**src/rtl/cla_divider_pkg.sv**
```systemverilog
// Shared types and helpers for the iterative CLA-based divider.
// The FIX state is only reachable when CLA_DIVIDER_SIGNED_EN is defined.
package cla_divider_pkg;

  localparam int unsigned DEFAULT_WIDTH = 8;

  typedef enum logic [1:0] {
    IDLE = 2'd0,
    RUN  = 2'd1,
    DONE = 2'd2,
    FIX  = 2'd3
  } state_t;

  // Bits needed to count 0..v-1 (at least 1)
  function automatic int unsigned clog2(input int unsigned v);
    int unsigned r;
    int unsigned x;
    r = 0;
    x = v - 1;
    while (x > 0) begin
      r++;
      x = x >> 1;
    end
    return (r == 0) ? 1 : r;
  endfunction

endpackage

```
**src/rtl/cla_divider_if.sv**
```systemverilog
// Operand/result valid-ready bus for cla_divider.
interface cla_divider_if
  import cla_divider_pkg::*;
#(
  parameter int unsigned WIDTH = DEFAULT_WIDTH
);

  logic             in_valid;
  logic             in_ready;
  logic [WIDTH-1:0] dividend;
  logic [WIDTH-1:0] divisor;
  logic             out_valid;
  logic             out_ready;
  logic [WIDTH-1:0] quotient;
  logic [WIDTH-1:0] remainder;
  logic             div_by_zero;

  modport master (
    output in_valid, dividend, divisor, out_ready,
    input  in_ready, out_valid, quotient, remainder, div_by_zero
  );

  modport slave (
    input  in_valid, dividend, divisor, out_ready,
    output in_ready, out_valid, quotient, remainder, div_by_zero
  );

endinterface

```
**src/rtl/cla_subtractor.sv**
```systemverilog
// a - b as a + ~b + 1: 4-bit groups with full lookahead inside, ripple between groups.
module cla_subtractor #(
  parameter int unsigned WIDTH = 9
) (
  input  logic [WIDTH-1:0] a,
  input  logic [WIDTH-1:0] b,
  output logic [WIDTH-1:0] diff,
  output logic             no_borrow
);

  localparam int unsigned NG = (WIDTH + 3) / 4;

  logic [WIDTH-1:0] g;
  logic [WIDTH-1:0] p;
  logic [WIDTH:0]   c;

  assign g    = a & ~b;
  assign p    = a ^ ~b;
  assign c[0] = 1'b1;

  for (genvar gi = 0; gi < NG; gi++) begin : g_grp
    localparam int LO = gi * 4;
    localparam int HI = (LO + 3 < int'(WIDTH) - 1) ? LO + 3 : int'(WIDTH) - 1;
    for (genvar j = LO; j <= HI; j++) begin : g_bit
      // Every carry in the group is a sum of products over the group carry-in
      logic [j-LO:0] t;
      for (genvar k = LO; k <= j; k++) begin : g_term
        if (k == j) begin : g_gen
          assign t[k-LO] = g[k];
        end else begin : g_prop
          assign t[k-LO] = g[k] & (&p[j:k+1]);
        end
      end
      assign c[j+1] = (|t) | ((&p[j:LO]) & c[LO]);
    end
  end

  assign diff      = p ^ c[WIDTH-1:0];
  assign no_borrow = c[WIDTH];

endmodule

```
**src/rtl/cla_divider.sv**
```systemverilog
// Iterative restoring divider, one CLA trial subtraction per cycle.
// Define CLA_DIVIDER_SIGNED_EN for two's-complement operands (adds the FIX state).
module cla_divider
  import cla_divider_pkg::*;
#(
  parameter int unsigned WIDTH = DEFAULT_WIDTH
) (
  input  logic          clk,
  input  logic          rst_n,
  cla_divider_if.slave  bus
);

  localparam int unsigned CW = clog2(WIDTH);

  if ((WIDTH % 4) != 0 || WIDTH < 4) begin : g_bad_width
    $error("cla_divider: WIDTH must be a multiple of 4 and at least 4");
  end

  state_t           state, state_n;
  logic [WIDTH-1:0] rem, rem_n, quo, quo_n, dvsr, dvsr_n;
  logic [WIDTH-1:0] q_out, q_out_n, r_out, r_out_n;
  logic [CW-1:0]    count, count_n;
  logic             dbz, dbz_n, ov, ov_n;
  logic [WIDTH:0]   rem_sh, trial;
  logic             no_borrow, take;

`ifdef CLA_DIVIDER_SIGNED_EN
  logic neg_q, neg_q_n, neg_r, neg_r_n;

  function automatic logic [WIDTH-1:0] mag(input logic [WIDTH-1:0] x);
    return x[WIDTH-1] ? (~x + WIDTH'(1)) : x;
  endfunction
`endif

  assign rem_sh = {rem, quo[WIDTH-1]};

  cla_subtractor #(.WIDTH(WIDTH + 1)) u_sub (
    .a         (rem_sh),
    .b         ({1'b0, dvsr}),
    .diff      (trial),
    .no_borrow (no_borrow)
  );

  // Carry-out and a clear sign bit coincide because rem < divisor always holds
  assign take = no_borrow & ~trial[WIDTH];

  assign bus.in_ready    = (state == IDLE);
  assign bus.out_valid   = ov;
  assign bus.quotient    = q_out;
  assign bus.remainder   = r_out;
  assign bus.div_by_zero = dbz;

  always_ff @(posedge clk or negedge rst_n) begin
    if (!rst_n) begin
      state <= IDLE;
      rem   <= '0;
      quo   <= '0;
      dvsr  <= '0;
      count <= '0;
      q_out <= '0;
      r_out <= '0;
      dbz   <= 1'b0;
      ov    <= 1'b0;
`ifdef CLA_DIVIDER_SIGNED_EN
      neg_q <= 1'b0;
      neg_r <= 1'b0;
`endif
    end else begin
      state <= state_n;
      rem   <= rem_n;
      quo   <= quo_n;
      dvsr  <= dvsr_n;
      count <= count_n;
      q_out <= q_out_n;
      r_out <= r_out_n;
      dbz   <= dbz_n;
      ov    <= ov_n;
`ifdef CLA_DIVIDER_SIGNED_EN
      neg_q <= neg_q_n;
      neg_r <= neg_r_n;
`endif
    end
  end

  always_comb begin
    state_n = state;
    rem_n   = rem;
    quo_n   = quo;
    dvsr_n  = dvsr;
    count_n = count;
    q_out_n = q_out;
    r_out_n = r_out;
    dbz_n   = dbz;
    ov_n    = ov;
`ifdef CLA_DIVIDER_SIGNED_EN
    neg_q_n = neg_q;
    neg_r_n = neg_r;
`endif
    case (state)
      IDLE: begin
        if (bus.in_valid) begin
          rem_n   = '0;
          count_n = '0;
          dbz_n   = 1'b0;
`ifdef CLA_DIVIDER_SIGNED_EN
          quo_n   = mag(bus.dividend);
          dvsr_n  = mag(bus.divisor);
          neg_q_n = bus.dividend[WIDTH-1] ^ bus.divisor[WIDTH-1];
          neg_r_n = bus.dividend[WIDTH-1];
`else
          quo_n   = bus.dividend;
          dvsr_n  = bus.divisor;
`endif
          if (bus.divisor == '0) begin
            // Zero divisor: result is fixed, DONE presents it on the next edge
            quo_n   = '1;
            rem_n   = bus.dividend;
            dbz_n   = 1'b1;
            state_n = DONE;
`ifdef CLA_DIVIDER_SIGNED_EN
            neg_q_n = 1'b0;
            neg_r_n = 1'b0;
`endif
          end else begin
            state_n = RUN;
          end
        end
      end
      RUN: begin
        quo_n   = {quo[WIDTH-2:0], take};
        rem_n   = take ? trial[WIDTH-1:0] : rem_sh[WIDTH-1:0];
        count_n = count + CW'(1);
        if (count == CW'(WIDTH - 1)) begin
`ifdef CLA_DIVIDER_SIGNED_EN
          state_n = FIX;
`else
          state_n = DONE;
          ov_n    = 1'b1;
          q_out_n = quo_n;
          r_out_n = rem_n;
`endif
        end
      end
`ifdef CLA_DIVIDER_SIGNED_EN
      FIX: begin
        quo_n   = neg_q ? (~quo + WIDTH'(1)) : quo;
        rem_n   = neg_r ? (~rem + WIDTH'(1)) : rem;
        state_n = DONE;
        ov_n    = 1'b1;
        q_out_n = quo_n;
        r_out_n = rem_n;
      end
`endif
      DONE: begin
        if (!ov) begin
          ov_n    = 1'b1;
          q_out_n = quo;
          r_out_n = rem;
        end else if (bus.out_ready) begin
          ov_n    = 1'b0;
          state_n = IDLE;
        end
      end
      default: state_n = IDLE;
    endcase
  end

endmodule

```
**src/flat_wrapper.sv**
```systemverilog
// flat-port wrapper written by rule: the top's interface ports become plain ports
module cla_divider_flat import cla_divider_pkg::*;
#(
  parameter int unsigned WIDTH = DEFAULT_WIDTH
)
  (clk, rst_n, bus_in_valid, bus_dividend, bus_divisor, bus_out_ready, bus_in_ready, bus_out_valid, bus_quotient, bus_remainder, bus_div_by_zero);
  cla_divider_if #(.WIDTH(WIDTH)) bus_i ();
  input  logic clk;
  input  logic rst_n;
  input wire logic [$bits(bus_i.in_valid)-1:0] bus_in_valid;
  input wire logic [$bits(bus_i.dividend)-1:0] bus_dividend;
  input wire logic [$bits(bus_i.divisor)-1:0] bus_divisor;
  input wire logic [$bits(bus_i.out_ready)-1:0] bus_out_ready;
  output wire logic [$bits(bus_i.in_ready)-1:0] bus_in_ready;
  output wire logic [$bits(bus_i.out_valid)-1:0] bus_out_valid;
  output wire logic [$bits(bus_i.quotient)-1:0] bus_quotient;
  output wire logic [$bits(bus_i.remainder)-1:0] bus_remainder;
  output wire logic [$bits(bus_i.div_by_zero)-1:0] bus_div_by_zero;
  assign bus_i.in_valid = bus_in_valid;
  assign bus_i.dividend = bus_dividend;
  assign bus_i.divisor = bus_divisor;
  assign bus_i.out_ready = bus_out_ready;
  assign bus_in_ready = bus_i.in_ready;
  assign bus_out_valid = bus_i.out_valid;
  assign bus_quotient = bus_i.quotient;
  assign bus_remainder = bus_i.remainder;
  assign bus_div_by_zero = bus_i.div_by_zero;
  cla_divider #(.WIDTH(WIDTH)) u_core (.clk(clk), .rst_n(rst_n), .bus(bus_i));
endmodule
```
**config.mk**
```make
export PLATFORM = sky130hd
export DESIGN_NAME = cla_divider_flat
export DESIGN_NICKNAME = d
export VERILOG_FILES = /design/src/rtl/cla_divider_pkg.sv /design/src/rtl/cla_divider_if.sv /design/src/rtl/cla_subtractor.sv /design/src/rtl/cla_divider.sv /design/src/flat_wrapper.sv
export SDC_FILE = /design/constraint.sdc
export NUM_CORES = 1
export LEC_CHECK = 0
export ABC_AREA = 1
export BUFFER_PORTS_ARGS = -buffer_cell sky130_fd_sc_hd__buf_2
export CAP_MARGIN = 0
export CORE_MARGIN = 5
export CORE_UTILIZATION = 45
export DETAILED_ROUTE_END_ITERATION = 8
export PLACE_DENSITY_LB_ADDON = 0.12
export SLEW_MARGIN = 20
export SYNTH_ARGS = -nofsm -noshare
export SYNTH_HDL_FRONTEND = slang
export SYNTH_SLANG_ARGS = --single-unit
```
**constraint.sdc**
```tcl
create_clock -name clk -period 2.38 [get_ports clk]
set_clock_uncertainty 0.15 [all_clocks]
set_input_delay 0.476 -clock clk [delete_from_list [all_inputs] [get_ports clk]]
set_output_delay 0.476 -clock clk [all_outputs]
set_load 0.01 [all_outputs]
```
==> results of run 1 <==
==> layer usage <==
metal | part of all wire (%) | track usage [%] | vias to the layer above
li1 | - | - | 1254
met1 | 47 | 23.5 | 1134
met5 | 0 | 0 | -
met3 | 3.2 | 3.35 | 5
met4 | 1.2 | 5.22 | 0
met2 | 49 | 30.5 | 35
==> worst max-delay path by stage <==
stage	startpoint	endpoint	slack, ns	cells after the start
6_report	u_core.rem[2]$_DFFE_PN0P_	u_core.rem[4]$_DFFE_PN0P_	0.21	10
3_3_place_gp	u_core.rem[2]$_DFFE_PN0P_	u_core.bus.remainder[5]$_DFFE_PN0P_	0.15	11
2_1_floorplan	u_core.rem[2]$_DFFE_PN0P_	u_core.bus.remainder[5]$_DFFE_PN0P_	0.24	11
5_1_grt	u_core.dvsr[0]$_DFFE_PN0P_	u_core.bus.remainder[3]$_DFFE_PN0P_	0.009	14
3_5_place_dp	u_core.rem[2]$_DFFE_PN0P_	u_core.bus.remainder[5]$_DFFE_PN0P_	0.12	11
4_1_cts	u_core.rem[2]$_DFFE_PN0P_	u_core.bus.remainder[5]$_DFFE_PN0P_	0.12	11
==> state kept, by name, indices dropped and copies added (netlist names) <==
| signal | flops |
|---|---|
| u_core.count | 3 |
| u_core.quo | 8 |
| u_core.dvsr | 8 |
| u_core.bus.quotient | 8 |
| u_core.bus.div_by_zero | 1 |
| u_core.rem | 8 |
| u_core.state | 2 |
| u_core.bus.remainder | 8 |
| u_core.bus.out_valid | 1 |
==> placed cells by master, fill, tap and decap left out, types with 5 or more instances in the layout <==
cell and count:
nor2_1 24, buf_4 7, a31oi_1 7, inv_1 44
a32oi_1 6, a21oi_2 8, o21ai_0 33, nand2_2 5
a21oi_1 8, ha_1 14, buf_2 38, dfrtp_1 47
o21ai_1 6, nand2_1 117, nand3_1 12, clkbuf_8 6
==> cells in the mapped netlist (2+ instances only) <==
library cell  number
o21ai_1            6
a21oi_1            8
a21oi_2            8
xor2_1             3
nand2_2            5
dfrtp_1           47
nor2_1            26
a31oi_1            7
nand3_2            2
inv_1             44
nand3_1           12
nand4_1            3
o21ai_0           33
ha_1              14
buf_2              6
nand2_1          117
clkbuf_1           4
a32oi_1            6
inv_2              3
==> final cells by class <==
cell class | count | share of cell area, %
Clock inverter | 2 | 0.512
Multi-Input combinational cell | 259 | 43.0
Inverter | 48 | 5.67
Tap cell | 75 | 2.95
Clock buffer | 6 | 2.60
Sequential cell | 47 | 37.0
Timing Repair Buffer | 46 | 8.26
==> per-stage QoR <==
step / util [%] / instance area, um^2 / power [uW]
floorplan: - / 2780 / 4030
global placement: 51.5 / 3070 / 4900
detailed placement: 51.5 / 3070 / 4960
CTS: 53.1 / 3160 / 5500
global route: 53.4 / 3180 / 6130
finish: 53.4 / 3180 / 5470
==> where the power goes <==
| part | internal [uW] | switching (uW) | total (uW) |
|---|---|---|---|
| Combinational | 1270 | 2220 | 3480 |
| Clock | 238 | 283 | 521 |
| Sequential | 1210 | 252 | 1460 |
| Total | 2710 | 2750 | 5470 |
==> cell families (layout without fill, tap and decap cells) <==
kind of cell | after synthesis | in the layout | synth area share (%)
and+or+nand+nor | 169 | 169 | 25.4
AOI/OAI and AO/OA | 71 | 71 | 15.3
buffers and inverters | 60 | 102 | 8.65
DFF | 47 | 47 | 42.4
adders and majority gates | 15 | 15 | 7.03
xor gates and xnor gates | 4 | 4 | 1.26
==> critical path: stages, from the launching register on <==
cell     delay (ns)
dfrtp_1        0.40
ha_1           0.32
nand2_1        0.08
nand2_1        0.06
nor2_2         0.11
nand2_2        0.10
fa_2           0.57
nand2_1        0.06
nand2_1        0.09
nand2_1        0.07
a21oi_2        0.11
==> what timing repair did <==
item | 4_1_cts | 5_1_grt
resized for setup | 0 | 3
endpoints found under the setup margin | 0 | 4
buffers inserted | 0 | 1
==> results.sh, run 1 <==
export IMPL_root_buffer="clkbuf_8"
export IMPL_synthTopCellsByArea="dfrtp_1 42%, nand2_1 16%, ha_1 6.3%, inv_1 5.9%, o21ai_0 5.9%"
export IMPL_status="finished clean"
export IMPL_vias=2428
export IMPL_synth_cells=366
export IMPL_dpl_hpwl_um=4690
export IMPL_synth_main_ff_cell="dfrtp_1"
export IMPL_maxSlewViolCount=0
export IMPL_pre_cts_ws_ns=0.122
export IMPL_start_util_pct=46.6
export IMPL_grt_pass1_wl_um=11000
export IMPL_drive_above_1_share_pct=19.1
export IMPL_io_pins=39
export IMPL_hold_slack_ns=0.104
export IMPL_synth_top_cell_area_share_pct=42.4
export IMPL_min_period_ns=2.17
export IMPL_cts_clk_slew_worst_paths_ns=0.09
export IMPL_rsz0062_at_grt="no"
export IMPL_multi_input_area_mm2=0.00137
export IMPL_synth_edf_count=0
export IMPL_htreeDepth=2
export IMPL_drtAntennaViolNets=0
export IMPL_numPortBuffers=38
export IMPL_areaGrowthSynthToFinish_pct=14.5
export IMPL_drt_iter0_markers=110
export IMPL_insertion_delay_ns=0.30
export IMPL_core_area_mm2=0.00596
export IMPL_critPathMaxFanout=4
export IMPL_synth_seq_cells=47
export IMPL_relSlewSlack_pct=59.4
export IMPL_drt_pass1_iterations=4
export IMPL_avgViaCountPerCell=5.03
export IMPL_overflow=0
export IMPL_vdd_drop_max_uv=1370
export IMPL_r2r_start="u_core.rem[2]$_DFFE_PN0P_"
export IMPL_drc=0
export IMPL_final_cells=483
export IMPL_fill_cells=604
export IMPL_grtUsageTotal_pct=18.0
export IMPL_cts_buffer_depth=2
export IMPL_arrival_ns=2.26
export IMPL_min_path_type="primary input to async pin"
export IMPL_numClockSinks=47
export IMPL_cts_tree="yes"
export IMPL_syn_nets=401
export IMPL_power_density_mw_per_mm2=1720
export IMPL_reg2reg_to="u_core.rem[4]$_DFFE_PN0P_"
export IMPL_period_share_pct=91.3
export IMPL_rrSetupSlack_ns=0.21
export IMPL_netlist_area_mm2=0.00278
export IMPL_avgSynthCellArea_um2=7.59
export IMPL_critPathCaptureType="flip-flop"
export IMPL_r2r_cells=10
export IMPL_worst_pin_slew_ns=0.609
export IMPL_gp_congestion=0.812
export IMPL_fp_dieH_um=88.6
export IMPL_tns_ns=0
export IMPL_n_antenna_cell=0
export IMPL_startpoint_type="flip-flop"
export IMPL_ys_warn_count=0
export IMPL_synthArstFlopShare_pct=100
export IMPL_setup_slack_ns=0.208
export IMPL_antenna_found_initial=0
export IMPL_grt_max_degree=48
export IMPL_regArea_mm2=0.00118
export IMPL_dp_cells=474
export IMPL_power_leakage_uw=0.00169
export IMPL_rows=28
export IMPL_die_x_um=88.6
export IMPL_hold_violations=0
export IMPL_cts_buffers=5
export IMPL_cap_violations=0
export IMPL_critical_path_class="flip-flop to flip-flop"
export IMPL_fmax_mhz=460
export IMPL_hold_buffers=0
export IMPL_routed_wl_um=6380
export IMPL_grt_pass1_vias=2392
export IMPL_yosysSeqAreaShare_pct=42.4
export IMPL_dieArea_mm2=0.00784
export IMPL_yosysTopAreaCell="dfrtp_1"
export IMPL_setup_viol=0
export IMPL_crit_required_ns=2.47
export IMPL_nNetsFinal=442
export IMPL_avgRoutedWirePerCell_um=13.2
export IMPL_synth_cell_types=31
(Power assumes the default switching activity.)
==> run 2: changes to the inputs <==
Settings changed: SYNTH_HIERARCHICAL set to 1.
==> run 2 against run 1 <==
  * The flow now finishes with violations (negative hold slack, negative setup slack)
  * Critical path depth grew 7
  * Register-to-register slack worse by 0.42 ns
  * First-iteration DRC count grew 25%
  * Sequential share of layout area down 3.6 points
  * Maximum frequency decreased by 16%
  * Clock power rose by 19%
  * Cell count up 7.7%
  * Non-clock buffer count grew 14
  * Sequential cell count did not move
  * Die area rose by 2.3%
  * Design area is 11% higher
  * Critical path type unchanged
==> results.sh, run 2 <==
export IMPL_status="finished with violations"
export IMPL_violations="negative hold slack, negative setup slack"
export IMPL_rsz0062_at_grt="yes"
export IMPL_multi_input_area_mm2=0.00154
export IMPL_critical_path_class="flip-flop to flip-flop"
export IMPL_hold_buffers=0
export IMPL_tns_ns=-3.22
export IMPL_crit_slowest_cell="fa_2"
export IMPL_cp_cell_sequence="inv_2 > ha_4 > nand2_1 > nand2_1 > nor2_1 > nand2_2 > nand2_2 > nand2_2 > nand2_2 > nand2_2 > fa_2 > nor2_4 > nand2_2 > nand3_1 > o21ai_1 > nand2_1 > nand2_1"
export IMPL_critPathCaptureType="flip-flop"
export IMPL_fp_dieH_um=89.6
export IMPL_netlist_area_mm2=0.00285
export IMPL_setup_slack_ns=-0.213
export IMPL_numClockSinks=47
export IMPL_regArea_mm2=0.00118
export IMPL_antenna_found_initial=0
export IMPL_most_common_layout_cells="130 x nand2_1, 50 x inv_1, 47 x dfrtp_1"
export IMPL_cts_buffers=5
export IMPL_drtAntennaViolNets=0
export IMPL_htreeDepth=2
export IMPL_hold_slack_ns=-0.000363
export IMPL_gp_congestion=0.843
export IMPL_r2r_start="u_core/dvsr[3]$_DFFE_PN0P_"
export IMPL_yosysSeqAreaShare_pct=41.3
export IMPL_relSlewSlack_pct=62.6
export IMPL_cts_buffer_depth=2
export IMPL_cap_violations=0
export IMPL_io_pins=39
export IMPL_avgSynthCellArea_um2=7.40
export IMPL_min_period_ns=2.59
export IMPL_cpMostUsedCell="nand2_2"
export IMPL_routed_wl_um=6940
export IMPL_numPortBuffers=38
export IMPL_fill_cells=614
export IMPL_final_common_cell="nand2_1"
export IMPL_fmax_mhz=386
export IMPL_yosysTopAreaCell="dfrtp_1"
export IMPL_arrival_ns=2.65
export IMPL_startpoint_type="flip-flop"
export IMPL_nNetsFinal=475
export IMPL_synth_cells=385
export IMPL_grt_pass1_vias=2492
export IMPL_min_path_type="primary input to async pin"
export IMPL_rows=29
export IMPL_grtUsageTotal_pct=18.8
export IMPL_grt_max_degree=27
export IMPL_syn_nets=418
export IMPL_crit_required_ns=2.44
export IMPL_die_x_um=89.6
export IMPL_synth_edf_count=0
export IMPL_synthArstFlopShare_pct=100
export IMPL_critPathMaxFanout=8
export IMPL_core_area_mm2=0.00624
export IMPL_drc=0
export IMPL_cts_clk_slew_worst_paths_ns=0.10
export IMPL_vias=2591
export IMPL_synthTopCellsByArea="dfrtp_1 41%, nand2_1 19%, inv_1 7.2%, ha_1 4.8%, nand3_1 4.6%"
export IMPL_ys_warn_count=6
export IMPL_grt_pass1_wl_um=11700
export IMPL_synth_main_ff_cell="dfrtp_1"
export IMPL_root_buffer="clkbuf_8"
export IMPL_drive_above_1_share_pct=27.8
export IMPL_avgViaCountPerCell=4.98
export IMPL_setup_viol=18
export IMPL_areaGrowthSynthToFinish_pct=23.8
export IMPL_vdd_drop_max_uv=845
export IMPL_pre_cts_ws_ns=-0.335
export IMPL_n_antenna_cell=0
export IMPL_synth_seq_cells=47
export IMPL_cts_tree="yes"
export IMPL_dieArea_mm2=0.00802
export IMPL_overflow=0
export IMPL_power_leakage_uw=0.00194
export IMPL_start_util_pct=45.6
export IMPL_insertion_delay_ns=0.30
export IMPL_yosys_top_cells_count="142 x nand2_1, 55 x inv_1, 47 x dfrtp_1, 26 x nand3_1, 21 x nor2_1"
export IMPL_synth_cell_types=29
export IMPL_drt_pass1_iterations=4
export IMPL_synth_top_cell_area_share_pct=41.3
export IMPL_maxSlewViolCount=0
export IMPL_max_stage_delay_ns=0.50
export IMPL_yosysMostFrequentCell="nand2_1"
export IMPL_hold_violations=1
export IMPL_crit_start="u_core/dvsr[3]$_DFFE_PN0P_"
export IMPL_worst_pin_slew_ns=0.561
export IMPL_avgRoutedWirePerCell_um=13.3
export IMPL_drt_iter0_markers=137
export IMPL_power_density_mw_per_mm2=1710
export IMPL_period_share_pct=109
export IMPL_dpl_hpwl_um=4900
==> run 2: cell count changes after synthesis, moves of 5 or more <==
cell,change
a31oi_1,-7
inv_1,+11
a32oi_1,-6
o21ai_0,-17
a21oi_2,-8
nand3_1,+14
a21boi_1,+8
a21boi_0,+6
nor2_1,-5
nand2_1,+25
mux2_2,+7
==> run 2: routing by layer <==
layer	GRT usage [%]	vias up	wire length [um]
met1	25.9	1217	3260
met5	0	-	0
met2	30.3	59	3220
met3	2.86	11	311
met4	5.68	0	141
li1	-	1304	-
==> run 2: path summary, 6_finish.rpt <==
kind | to | slack, ns | cells after the start
max in group asynchronous | u_core/bus.remainder[5]$_DFFE_PN0P_ | 1.54 | 2
min in group clk | u_core/dvsr[6]$_DFFE_PN0P_ | 0.25 | 2
hold reg to reg | u_core/bus.remainder[3]$_DFFE_PN0P_ | 0.33 | 2
setup reg to reg | u_core/bus.remainder[7]$_DFFE_PN0P_ | -0.21 | 17
setup / recovery | u_core/bus.remainder[7]$_DFFE_PN0P_ | -0.21 | 17
hold / removal | u_core/dvsr[3]$_DFFE_PN0P_ | -0.0004 | 1
==> run 2: stage by stage <==
stage               cell area, um^2  instances  hold slack (ns)  power (uW)  utilization [%]
CTS                            3440        519           0.0223        5730             55.1
finish                         3530        520        -0.000363        6040             56.5
global placement               3270        509            0.308        4760             52.3
detailed placement             3270        509            0.310        4840             52.3
global route                   3530        520           0.0401        6670             56.5
floorplan                      2890        385           0.0304        3880                -
==> run 2: power breakdown <==
| group | total [uW] | internal (uW) | switching (uW) | leakage [uW] |
|---|---|---|---|---|
| Combinational | 3980 | 1670 | 2310 | 0.00132 |
| Clock | 621 | 317 | 303 | 0.0000548 |
| Sequential | 1440 | 1190 | 243 | 0.000567 |
==> run 2: layout make-up <==
class	count	area share (%)
well taps	77	2.73
flip-flops and latches	47	33.4
inverters	60	6.53
repair buffers	60	10.4
clock buffers	5	1.95
multi-input cells	268	43.7
clock inverters	3	1.31
==> run 2: critical path: cells and delay by family, from the launching register on <==
family | cells | cell delay [ns]
buffers and inverters | 1 | 0.07
and+or+nand+nor | 13 | 1.10
DFF | 1 | 0.40
AOI/OAI and AO/OA | 1 | 0.06
adders and majority gates | 2 | 0.71
==> run 2: kinds of logic (layout without fill, tap and decap cells) <==
logic type	count (synthesis)	in the layout	synth area share (%)
AO/OA/AOI/OAI	42	42	9.14
XOR/XNOR	4	4	1.23
adder cells (fa/ha/maj)	13	13	6.24
buffers and inverters	71	128	10.4
flip-flops	47	47	41.3
multiplexers	8	8	3.16
other	1	1	0.132
AND/OR/NAND/NOR	199	200	28.4
==> run 2: timing repair <==
| action | 4_1_cts | 5_1_grt |
|---|---|---|
| gates resized for setup | 19 | 21 |
| pin swaps | 10 | 7 |
| setup buffers | 1 | 1 |
| endpoints found under the setup margin | 18 | 18 |
| gates cloned | 1 | 0 |
